===== config.mk =====
export PLATFORM = sky130hd
export DESIGN_NAME = bin2bcd_seq
export DESIGN_NICKNAME = d
export VERILOG_FILES = /design/src/rtl/bin2bcd_seq_pkg.sv /design/src/rtl/bin2bcd_seq_digit_adj.sv /design/src/rtl/bin2bcd_seq.sv
export SDC_FILE = /design/constraint.sdc
export NUM_CORES = 1
export LEC_CHECK = 0
export BUFFER_PORTS_ARGS = -buffer_cell sky130_fd_sc_hd__buf_4
export CAP_MARGIN = 20
export CORE_MARGIN = 2
export CORE_UTILIZATION = 50
export CTS_BUF_LIST = sky130_fd_sc_hd__clkbuf_8
export DETAILED_ROUTE_END_ITERATION = 7
export PLACE_DENSITY = 0.73
export RECOVER_POWER = 50
export SYNTH_ARGS = -nofsm -noshare
export SYNTH_HDL_FRONTEND = slang
export SYNTH_HIERARCHICAL = 1
export SYNTH_SLANG_ARGS = --single-unit

===== constraint.sdc =====
create_clock -name clk -period 3.67 [get_ports clk]
set_clock_uncertainty 0.1 [all_clocks]
set_input_delay 0.367 -clock clk [delete_from_list [all_inputs] [get_ports clk]]
set_output_delay 0.367 -clock clk [all_outputs]
set_load 0.02 [all_outputs]

===== src/rtl/bin2bcd_seq_pkg.sv =====
// rtl/bin2bcd_seq_pkg.sv - shared types and sizing helpers for the sequential binary-to-BCD converter
package bin2bcd_seq_pkg;

  localparam int MIN_WIDTH = 2;
  localparam int MAX_WIDTH = 32;

  // Converter control states
  typedef enum logic [1:0] {
    ST_IDLE  = 2'd0,
    ST_SHIFT = 2'd1,
    ST_DONE  = 2'd2
  } state_t;

  // Smallest digit count d such that 10^d > 2^width, i.e. enough digits
  // to hold any unsigned value of the given width.
  function automatic int min_digits(input int width);
    longint unsigned limit;
    longint unsigned pow;
    int              d;
    limit = 64'd1 << width;
    pow   = 64'd1;
    d     = 0;
    while (pow <= limit) begin
      pow = pow * 64'd10;
      d   = d + 1;
    end
    return d;
  endfunction

endpackage


===== src/rtl/bin2bcd_seq_digit_adj.sv =====
// rtl/bin2bcd_seq_digit_adj.sv - double-dabble digit correction (+3 when digit >= 5)
module bcd_digit_adj (
  input  logic [3:0] digit,
  output logic [3:0] adjusted
);

  // A digit of 5..9 would overflow past 9 when doubled; pre-adding 3 makes
  // the subsequent left shift carry into the next digit correctly.
  always_comb begin
    adjusted = digit;
    if (digit >= 4'd5) begin
      adjusted = digit + 4'd3;
    end
  end

endmodule


===== src/rtl/bin2bcd_seq.sv =====
// rtl/bin2bcd_seq.sv - sequential shift-and-add-3 binary-to-BCD converter with valid/ready handshakes
module bin2bcd_seq
  import bin2bcd_seq_pkg::*;
#(
  parameter int WIDTH  = 8,
  parameter int DIGITS = 3
) (
  input  logic                  clk,
  input  logic                  rst,
  input  logic                  in_valid,
  output logic                  in_ready,
  input  logic [WIDTH-1:0]      binary,
  input  logic                  signed_mode,
  output logic                  out_valid,
  input  logic                  out_ready,
  output logic                  sign,
  output logic [4*DIGITS-1:0]   bcd
);

  localparam int CW = $clog2(WIDTH + 1);

  // Parameter sanity: refuse to build a converter that cannot hold its range.
  if (WIDTH < MIN_WIDTH || WIDTH > MAX_WIDTH) begin : g_bad_width
    $error("bin2bcd_seq: WIDTH must be in 2..32");
  end
  if (DIGITS < min_digits(WIDTH)) begin : g_bad_digits
    $error("bin2bcd_seq: DIGITS too small for WIDTH (10^DIGITS <= 2^WIDTH)");
  end

  state_t                 state;
  logic [CW-1:0]          count;
  logic [4*DIGITS-1:0]    digits;
  logic [4*DIGITS-1:0]    adj;
  logic [WIDTH-1:0]       mag;
  logic                   sign_q;
  logic                   is_neg;
  logic [WIDTH-1:0]       accept_mag;

  // One correction cell per digit, applied to the current digit register
  for (genvar i = 0; i < DIGITS; i++) begin : g_adj
    bcd_digit_adj u_adj (
      .digit    (digits[4*i +: 4]),
      .adjusted (adj[4*i +: 4])
    );
  end

  // Magnitude and sign of the incoming request; most-negative value negates
  // to 2^(WIDTH-1), which still fits WIDTH bits when read as unsigned.
  always_comb begin
    is_neg     = signed_mode & binary[WIDTH-1];
    accept_mag = binary;
    if (is_neg) begin
      accept_mag = ~binary + {{(WIDTH-1){1'b0}}, 1'b1};
    end
  end

  // Control FSM plus the combined digits||magnitude shift register
  always_ff @(posedge clk) begin
    if (rst) begin
      state  <= ST_IDLE;
      count  <= '0;
      digits <= '0;
      sign_q <= 1'b0;
      mag    <= '0;
    end else begin
      case (state)
        ST_IDLE: begin
          if (in_valid) begin
            mag    <= accept_mag;
            sign_q <= is_neg;
            digits <= '0;
            count  <= CW'(WIDTH);
            state  <= ST_SHIFT;
          end
        end
        ST_SHIFT: begin
          digits <= {adj[4*DIGITS-2:0], mag[WIDTH-1]};
          mag    <= {mag[WIDTH-2:0], 1'b0};
          count  <= count - CW'(1);
          if (count == CW'(1)) begin
            state <= ST_DONE;
          end
        end
        ST_DONE: begin
          if (out_ready) begin
            state <= ST_IDLE;
          end
        end
        default: begin
          state <= ST_IDLE;
        end
      endcase
    end
  end

  // Handshake flags decode straight from state; results hold until next accept
  always_comb begin
    in_ready  = (state == ST_IDLE);
    out_valid = (state == ST_DONE);
    bcd       = digits;
    sign      = sign_q;
  end

endmodule

==> results of run 1 <==
metrics by stage:
stage | power [mW] | util [%] | std cells | setup slack (ns)
final | 0.610 | 60.7 | 234 | 2.04
after global routing | 0.649 | 60.7 | 234 | 1.85
after global placement | 0.458 | 61.1 | 230 | 2.02
after floorplan | 0.424 | - | 178 | 2.09
after CTS | 0.624 | 62.7 | 234 | 2.03
after detailed placement | 0.463 | 61.1 | 230 | 1.96
sequential cells by signal, summed over array words and instances (netlist names):
| register | cells |
|---|---|
| bcd | 12 |
| count | 4 |
| mag | 8 |
| sign | 1 |
| state | 2 |
report_power, final:
| part | internal, mW | switching, mW | total, mW | leakage (nW) |
|---|---|---|---|---|
| combinational | 0.0537 | 0.0719 | 0.126 | 0.426 |
| sequential | 0.311 | 0.0154 | 0.327 | 0.220 |
| clock | 0.0747 | 0.0832 | 0.158 | 0.0269 |
| total | 0.440 | 0.170 | 0.610 | 0.673 |
layout make-up:
class | instances | share of cell area, %
Multi-Input combinational cell | 134 | 51.5
Inverter | 10 | 2.22
Timing Repair Buffer | 28 | 9.33
Sequential cell | 27 | 32.0
Tap cell | 31 | 2.30
Clock buffer | 3 | 2.44
Clock inverter | 1 | 0.222
placed cells by master (no fill, tap or decap), drive strengths merged:
master,instances
nand3,1
o21bai,2
xor2,1
clkbuf,17
a21oi,11
a222oi,2
mux2i,3
nand2b,7
buf,14
mux2,2
and2,1
a22oi,18
nor2,33
nand2,13
a211oi,1
o21ai,5
or2,1
nand3b,2
ha,9
o41ai,1
nor3,2
inv,11
or4,1
nor4,1
dfxtp,27
or3b,1
xnor2,8
and2b,1
nor2b,2
o22ai,4
a31oi,1
worst register-to-register path, cell delays in order, from the launching register on:
cell and delay [ns]:
dfxtp_1 0.38, o21bai_1 0.47, buf_4 0.31, a22oi_1 0.12, o22ai_1 0.18
worst paths after layout:
check | start | to | slack [ns] | cells past startpoint
worst max-delay path | state[0] | mag[3] | 2.04 | 4
worst min-delay path | out_ready | state[0] | 0.27 | 3
worst min register to register | sign | sign | 0.41 | 2
worst max register to register | state[0] | mag[3] | 2.04 | 4
layer usage:
| metal | vias to the layer above | part of all wire (%) | track usage, % |
|---|---|---|---|
| met2 | 30 | 51 | 36.8 |
| met1 | 618 | 44 | 21.9 |
| li1 | 668 | - | - |
| met5 | - | 0 | 0 |
| met3 | 4 | 4.2 | 2.64 |
| met4 | 0 | 0.83 | 5.98 |
==> summary.txt, run 1 <==
Floorplan
  – I/O Pins: 28
  – Core Area: approximately 2800 sq um
  – Die H: ~58 um
  – Die width: between 50 and 60 um
  – Die Footprint: ~3400 sq um
  – Row count: 19
  – Initial core utilization: between 50% and 60%

Pwr
  – PwrDens: between 300 and 400 nW/um^2
  – Peak supply drop: ~0.00026 V
  – Leak Pwr: 0.673 nW

STA
  – Fin. Hold Viols: 0
  – Final setup fails: 0
  – Max Slew Vio Count: 0
  – TNS Setup: 0 ns
  – Final period utilization: between 40% and 50%
  – RSZ-0062 raised after global routing: no
  – Relative slew slack: around 51%
  – Fin crit period: approximately 1.6 ns
  – Fmax: around 0.6 GHz
  – Actual slew at the worst max-slew pin: ~0.74 ns
  – Hold slack: around 0.27 ns

Global route
  – Number of global-route vias before repair: around 1300
  – First-pass GRT wire length: ~5.3 mm
  – All-Layer GR Usage: about a fifth
  – GRT overflow: 0
  – Initial antenna violation count: 0
  – Largest net degree at the start of global routing: 30

Place
  – Post-DP HPWL: around 2.2 mm
  – Port Buf Inserts: 27
  – Routability cong.: around 0.78
  – Area post-placement: approximately 1700 sq um

Setup path
  – CP startpoint kind: flop
  – Worst-path cell chain: o21bai_1 > buf_4 > a22oi_1 > o22ai_1
  – Crit-path leading delay family: compound AO/OA/AOI/OAI gates
  – WP buf/inv: 1
  – Worst-path fanout max: 16
  – Slowest CP cell: o21bai_1
  – Crit. End Element: flop
  – Crit Path Category: flop to flop
  – Worst path required time: about 3.8 ns
  – Arr. time, crit path: between 1.5 and 2 ns
  – CP max stage delay: 0.47 ns

Logic synthesis
  – Yosys warns: 6
  – Synthesized area: 1480 sq um
  – Mapped Nets: 200
  – Syn Inst Count: between 150 and 200
  – Mean post-synth cell area: 8.32 sq um

Detailed routing
  – DRT antenna net count: 0
  – Pre-Repair DR Iteration Count: 4
  – Via count: roughly 1300
  – WL per Instance: ~12 um
  – DRT iter0 DRCs: 52
  – Vias per cell: 5.64
  – DRC Markers: 0
  – Routed wire length: 2.90 mm

CTS
  – Hold buffers post-CTS: 0
  – Clk slew on worst S/H paths: ~0.080 ns
  – Root Driver: clkbuf_8
  – Total CTS buffers: 3
  – Clock latency on the worst-skew pair: roughly 0.26 ns
  – # Post-CTS Setup Buffers: 0
  – Clock sinks: 27
  – Max H-tree Level: 1
  – CTS resizes: 0
  – CTS Buffer Depth: 2
  – CTS tree: done

Finish
  – Fin nets: 226
  – Multi-input logic area: 870 sq um
  – Fin area: 1690 sq um
  – Fillcell total: 270
  – Layout Area Growth over Synthesis: 14.1%
  – Storage cell area: between 500 and 600 sq um
  – Fraction of layout cells with a size suffix above 1: 12.3%
  – ANT cells: 0

Outcome
  – Status: complete, no violations

Run
  – Max-Cap Viols: 0

Worst hold path
  – Hold Crit Class: input port to flop
Power figures use the tool's default switching activity.
==> inputs of run 2 (changes only) <==
PLACE_DENSITY = 0.76   (was 0.73)
clock period = 1.4 ns   (was 3.67 ns; I/O delays follow)
==> run 2 against run 1 <==
Against the previous run: the run now ends with negative setup slack left; clock power increased to 2.7 times the previous value; setup slack got worse by 2.0 ns; power increased to 2.8 times the previous value; final area increased by 21%; critical path depth increased by 3; sequential power increased to 2.6 times the previous value; highest routed layer unchanged.
==> summary.txt, run 2 (synthesis results as in run 1) <==
Setup path
  – Worst r2r src: bcd[1]
  – WP buf/inv: 1 (unchanged)
  – Crit Path Category: flop to flop
  – Worst-path fanout max: 3 (-13)
  – Crit-path leading delay family: flip-flops
  – Worst path required time: 1.51 ns (-2.26 ns)
  – Flop-to-flop setup slack: -0.005 ns (-2.05 ns)
  – CP max stage delay: 0.36 ns (-0.11 ns)
  – CP startpoint kind: flop
  – Reg-to-Reg End: bcd[2]
  – Crit. End Element: flop
  – Worst Reg-to-Reg Cells: 7 (+3)
  – Slowest CP cell: dfxtp_4
  – Worst-path cell chain: inv_4 > ha_4 > nand2b_4 > a21oi_4 > mux2i_1 > a22oi_1 > nor2_1
  – Arr. time, crit path: 1.52 ns (-0.20 ns)

Worst hold path
  – Hold Startpoint: binary[7]
  – Hold Crit Class: input port to flop
  – WHS Path Cells: 3 (unchanged)
  – Hold endpoint: mag[7]

Finish
  – Fin area: 2050 sq um (+21%)
  – ANT cells: 0 (unchanged)
  – Commonest non-fill, non-tap cell in the layout: buf_4
  – Non-filler cells, final: 251 (+7.3%)
  – Commonest non-fill, non-tap cells in the layout: buf_4 (37), nor2_1 (33), dfxtp_1 (19)
  – Fraction of layout cells with a size suffix above 1: 37.3% (+25 points)
  – Fillcell total: 221 (-18%)
  – Layout Area Growth over Synthesis: 38.4%
  – Flip-flop count of the largest register after layout: 12 (unchanged)
  – Fin nets: 243 (+7.5%)

Detailed routing
  – Met3 WL: 168 um (+38%)
  – Vias per cell: 5.65 (+0.15%)
  – WL per Instance: 13.8 um (+12%)
  – Met1 WL: 1.49 mm (+17%)
  – DRC Markers: 0 (unchanged)
  – Top layer in use: met4
  – DRT antenna net count: 0 (unchanged)
  – Pre-Repair DR Iteration Count: 4 (unchanged)
  – Via count: 1418 (+7.4%)
  – Routed wire length: 3.47 mm (+20%)
  – DRT iter0 DRCs: 67 (+29%)
  – Routed wl met2: 1.74 mm (+18%)

STA
  – Final period utilization: 100% (+56 points)
  – Fin crit period: 1.41 ns (-0.223 ns)
  – Actual slew at the worst max-slew pin: 0.297 ns (-0.442 ns)
  – Fin. Hold Viols: 0 (unchanged)
  – Final setup margin: -0.00510 ns (-2.05 ns)
  – Final setup fails: 2 (+2)
  – Fmax: 0.712 GHz (+16%)
  – Max Slew Vio Count: 0 (unchanged)
  – RSZ-0062 raised after global routing: yes
  – Relative slew slack: 80.2% (+29 points)

Global route
  – Largest net degree at the start of global routing: 30 (unchanged)
  – First-pass GRT wire length: 5.84 mm (+11%)
  – Initial antenna violation count: 0 (unchanged)
  – Number of global-route vias before repair: 1363 (+7.6%)
  – All-Layer GR Usage: 21.7% (+2.5 points)
  – GRT overflow: 0 (unchanged)

Floorplan
  – Die width: 58.4 um (unchanged)
  – Core Area: 2780 sq um (unchanged)
  – Die Footprint: 3410 sq um (unchanged)
  – Row count: 19 (unchanged)
  – Initial core utilization: 53.2% (unchanged)
  – I/O Pins: 28 (unchanged)
  – Die H: 58.4 um (unchanged)

CTS
  – CTS Buffer Depth: 2 (unchanged)
  – Clock sinks: 27 (unchanged)
  – Root Driver: clkbuf_8
  – Max H-tree Level: 1 (unchanged)
  – Clk slew on worst S/H paths: 0.09 ns (about the same)
  – Total CTS buffers: 3 (unchanged)
  – CTS tree: done
  – Clock latency on the worst-skew pair: 0.27 ns (about the same)

Pwr
  – Share of power burned in the clock network: 25.3% (-0.6 points)
  – Sw frac: 29.3% (+1.4 points)
  – Peak supply drop: 0.000648 V (+150%)
  – Leak Pwr: 0.840 nW (+25%)
  – Sw power: 0.501 mW (+190%)
  – PwrDens: 834 nW/um^2 (+130%)
  – Reg power frac: 50.0% (-3.5 points)
  – Internal power: 1.21 mW (+170%)
  – Gate power share: 24.8% (+4.2 points)

Place
  – Port Buf Inserts: 27 (unchanged)
  – Area post-placement: 1830 sq um (+8.0%)
  – Cell total after placement: 244 (+6.1%)
  – Post-DP HPWL: 2.44 mm (+12%)
  – Routability cong.: 0.806 (+3.5%)

Outcome
  – Failing checks: negative setup slack
  – Status: finished with violations

Run
  – Max-Cap Viols: 0 (unchanged)
==> run 2: how the worst max path moves through the flow <==
stage                   start       end  slack, ns  cells after the start
floorplan            state[1]  state[1]      0.002                      4
global placement    binary[0]    mag[5]     -0.002                      5
detailed placement     bcd[1]    bcd[1]      -0.07                      7
CTS                    bcd[5]    bcd[6]      -0.04                      7
global route           bcd[1]    bcd[2]      -0.10                      7
finish                 bcd[1]    bcd[2]     -0.005                      7
==> run 2: routing by layer <==
metal	up-vias	track usage [%]
li1	699	-
met1	660	26.9
met2	49	37.7
met3	10	2.64
met4	0	9.63
met5	-	0
==> run 2: stage by stage <==
stage	util, %	TNS, ns	setup WS [ns]	hold slack, ns	total power [mW]
2_1_floorplan	-	0	0.00179	0.170	1.11
3_3_place_gp	65.9	-0.00230	-0.00230	0.295	1.24
3_5_place_dp	65.9	-0.222	-0.0673	0.296	1.27
4_1_cts	71.3	-0.0603	-0.0364	0.0103	1.70
5_1_grt	73.6	-0.417	-0.101	0.0180	1.79
6_report	73.6	-0.00680	-0.00510	0.00893	1.71
==> run 2: power by group through the flow <==
stage / Sequential (mW) / Combinational (mW) / Clock (mW)
floorplan: 0.862 / 0.244 / 0
finish: 0.853 / 0.423 / 0.432
CTS: 0.848 / 0.403 / 0.448
global route: 0.860 / 0.460 / 0.473
detailed placement: 0.865 / 0.400 / 0
global placement: 0.862 / 0.383 / 0
==> run 2: tightest hold or removal path, cell delays in order <==
cell	delay, ns
buf_4	0.09
nand3_1	0.06
o21ai_0	0.06
==> run 2: final cells by class <==
type,count,area (sq um),share of cell area [%]
multi-input combinational,134,1040,50.6
sequential,27,566,27.6
timing repair buffer,45,317,15.5
inverter,10,45.0,2.20
clock buffer,3,41.3,2.02
tap,31,38.8,1.89
clock inverter,1,3.75,0.183
==> run 2: repair_timing <==
item / in CTS / in global routing
gates resized for setup: 16 / 21
pin swaps: 7 / 8
buffers inserted: 2 / 1
setup endpoints to repair: 8 / 18
gates cloned: 0 / 0
hold buffers: 0 / 0
==> inputs of run 3 (changes only) <==
CELL_PAD_IN_SITES_DETAIL_PLACEMENT = 0   (was not set)
CELL_PAD_IN_SITES_GLOBAL_PLACEMENT = 1   (was not set)
CORE_UTILIZATION = 38   (was 50)
PLACE_DENSITY = not set   (was 0.76)
PLACE_DENSITY_LB_ADDON = 0.1   (was not set)
==> run 3 against run 2 <==
Against the previous run: the flow still finishes with violations (negative setup slack); largest power group unchanged; critical path depth did not move; combinational power fell by 2%; die area rose by 29%; count of clock-buffer cells in the layout did not move; sequential power barely moved; power fell by 0.80%; core utilization fell by 18 points; setup slack got worse by 0.016 ns; global-route usage fell by 5.1 points; final area rose by 0.55%.
==> summary.txt, run 3 (synthesis results as in run 1) <==
STA
  – Fmax: 0.704 GHz (-1.1%)
  – Max Slew Vio Count: 0 (unchanged)
  – RSZ-0062 raised after global routing: yes
  – Fin. Hold Viols: 0 (unchanged)
  – Fin crit period: 1.42 ns (+0.0157 ns)
  – Final period utilization: 101% (+1.1 points)
  – TNS Setup: -0.0260 ns (-0.0192 ns)
  – Actual slew at the worst max-slew pin: 0.303 ns (+0.00590 ns)
  – Relative slew slack: 79.8% (-0.44 points)
  – Final setup margin: -0.0208 ns (-0.0157 ns)
  – Final setup fails: 2 (unchanged)

Global route
  – Number of global-route vias before repair: 1326 (-2.7%)
  – Initial antenna violation count: 0 (unchanged)
  – GRT overflow: 0 (unchanged)
  – First-pass GRT wire length: 5.75 mm (-1.4%)
  – All-Layer GR Usage: 16.7% (-5.1 points)
  – Largest net degree at the start of global routing: 30 (unchanged)

CTS
  – Clock sinks: 27 (unchanged)
  – Clock latency on the worst-skew pair: 0.27 ns (about the same)
  – Total CTS buffers: 3 (unchanged)
  – CTS tree: done
  – Hold buffers post-CTS: 0 (unchanged)
  – Root Driver: clkbuf_8
  – CTS Buffer Depth: 2 (unchanged)
  – Clk slew on worst S/H paths: 0.09 ns (about the same)
  – Max H-tree Level: 1 (unchanged)

Setup path
  – CP startpoint kind: flop
  – WP buf/inv: 1 (unchanged)
  – Crit Path Category: flop to flop
  – Flop-to-flop setup slack: -0.02 ns (-0.02 ns)
  – Worst path required time: 1.51 ns (about the same)
  – Cell count along the critical path: 7 (unchanged)
  – Worst r2r src: bcd[5]
  – Crit. End Element: flop
  – Arr. time, crit path: 1.53 ns (about the same)
  – Worst-path fanout max: 3 (unchanged)
  – CP max stage delay: 0.37 ns (about the same)
  – Reg-to-Reg End: bcd[6]
  – Worst Reg-to-Reg Cells: 7 (unchanged)
  – Worst-path cell chain: inv_4 > ha_4 > nand2b_4 > a21oi_4 > mux2i_1 > a22oi_1 > nor2_1
  – Crit-path leading delay family: flip-flops
  – Worst setup path end: bcd[6]
  – Slowest CP cell: dfxtp_4
  – Worst Setup SP: bcd[5]

Detailed routing
  – DRC Markers: 0 (unchanged)
  – WL per Instance: 12.3 um (-11%)
  – Via count: 1373 (-3.2%)
  – DRT iter0 DRCs: 64 (-4.5%)
  – DRT antenna net count: 0 (unchanged)
  – Routed wire length: 3.29 mm (-5.2%)
  – Pre-Repair DR Iteration Count: 4 (unchanged)
  – Vias per cell: 5.14 (-9.0%)

Pwr
  – Total power: 1.69 mW (-0.80%)
  – Leak Pwr: 0.842 nW (+0.17%)
  – Peak supply drop: 0.000498 V (-23%)
  – PwrDens: 823 nW/um^2 (-1.3%)

Finish
  – Layout Area Growth over Synthesis: 39.1%
  – Flip-flop count of the largest register after layout: 12 (unchanged)
  – ANT cells: 0 (unchanged)
  – Fin nets: 242 (-0.41%)
  – Multi-input logic area: 1010 sq um (-2.4%)
  – Fraction of layout cells with a size suffix above 1: 37.0% (-0.29 points)
  – Fin area: 2060 sq um (+0.55%)
  – Storage cell area: 562 sq um (-0.66%)
  – Fillcell total: 354 (+60%)
  – Commonest non-fill, non-tap cell in the layout: buf_4
  – Commonest non-fill, non-tap cells in the layout: buf_4 (41), nor2_1 (33), dfxtp_1 (18)

Floorplan
  – Initial core utilization: 39.8% (-13 points)
  – Die width: 66.4 um (+14%)
  – Row count: 22 (+3)
  – I/O Pins: 28 (unchanged)
  – Core Area: 3720 sq um (+34%)
  – Die Footprint: 4410 sq um (+29%)
  – Die H: 66.4 um (+14%)

Outcome
  – Status: finished with violations
  – Failing checks: negative setup slack

Run
  – Max-Cap Viols: 0 (unchanged)

Place
  – Post-DP HPWL: 2.47 mm (+1.2%)
  – Pre-CTS setup slack: -0.0361 ns (+0.0312 ns)
  – Routability cong.: 0.740 (-8.2%)
  – Port Buf Inserts: 27 (unchanged)
  – Area post-placement: 1870 sq um (+1.8%)

Worst hold path
  – Hold Crit Class: input port to flop
-- run 3: cell count changes in the layout (fill, tap and decap cells not counted), moves of 2 or more --
cell | before | now
dfxtp_4 | 6 | 4
nor2b_1 | 0 | 2
buf_4 | 37 | 41
dfxtp_2 | 2 | 5
a22oi_2 | 3 | 1
a22oi_1 | 15 | 17
nor2b_2 | 2 | 0
clkbuf_1 | 6 | 2
-- run 3: stage by stage --
stage / std cells / hold WS (ns) / utilization [%]
6_report: 267 / 0.0345 / 55.4
5_1_grt: 267 / 0.0462 / 55.4
4_1_cts: 266 / 0.0314 / 53.4
3_5_place_dp: 261 / 0.314 / 50.3
3_3_place_gp: 261 / 0.297 / 50.3
2_1_floorplan: 178 / 0.170 / -
-- run 3: repair_timing --
item,4_1_cts,5_1_grt
endpoints found under the hold margin,0,0
setup endpoints to repair,14,13
buffers inserted,1,1
cloned,0,0
resized for setup,12,17
pin swaps,3,10
-- run 3: routing by layer --
| metal | global-route usage, % | up-vias | share of wire, % |
|---|---|---|---|
| li1 | - | 699 | - |
| met3 | 2.21 | 4 | 2.5 |
| met4 | 6.12 | 0 | 0.94 |
| met2 | 29.8 | 20 | 50 |
| met5 | 0 | - | 0 |
| met1 | 20.2 | 650 | 47 |
-- run 3: how the worst min path moves through the flow --
| stage | from | to | depth (start not counted) |
|---|---|---|---|
| after CTS | binary[7] | mag[7] | 3 |
| after detailed placement | binary[7] | mag[7] | 3 |
| after global placement | binary[7] | mag[7] | 3 |
| after global routing | binary[7] | mag[7] | 3 |
| final | binary[7] | mag[7] | 3 |
| after floorplan | binary[7] | mag[7] | 2 |
-- run 3: area by class of cell --
class	instances	share of cell area, %
Sequential cell	27	27.3
Timing Repair Buffer	44	16.3
Multi-Input combinational cell	134	49.1
Clock inverter	1	0.182
Tap cell	48	2.92
Clock buffer	3	2.00
Inverter	10	2.19
-- run 3: worst min-delay path: stages --
cell     delay, ns
buf_4         0.09
nand3_1       0.06
o21ai_0       0.07
-- run 3: where the power goes --
group | internal (mW) | switching (mW)
Sequential | 0.812 | 0.0384
Combinational | 0.202 | 0.214
Clock | 0.196 | 0.231
Total | 1.21 | 0.483
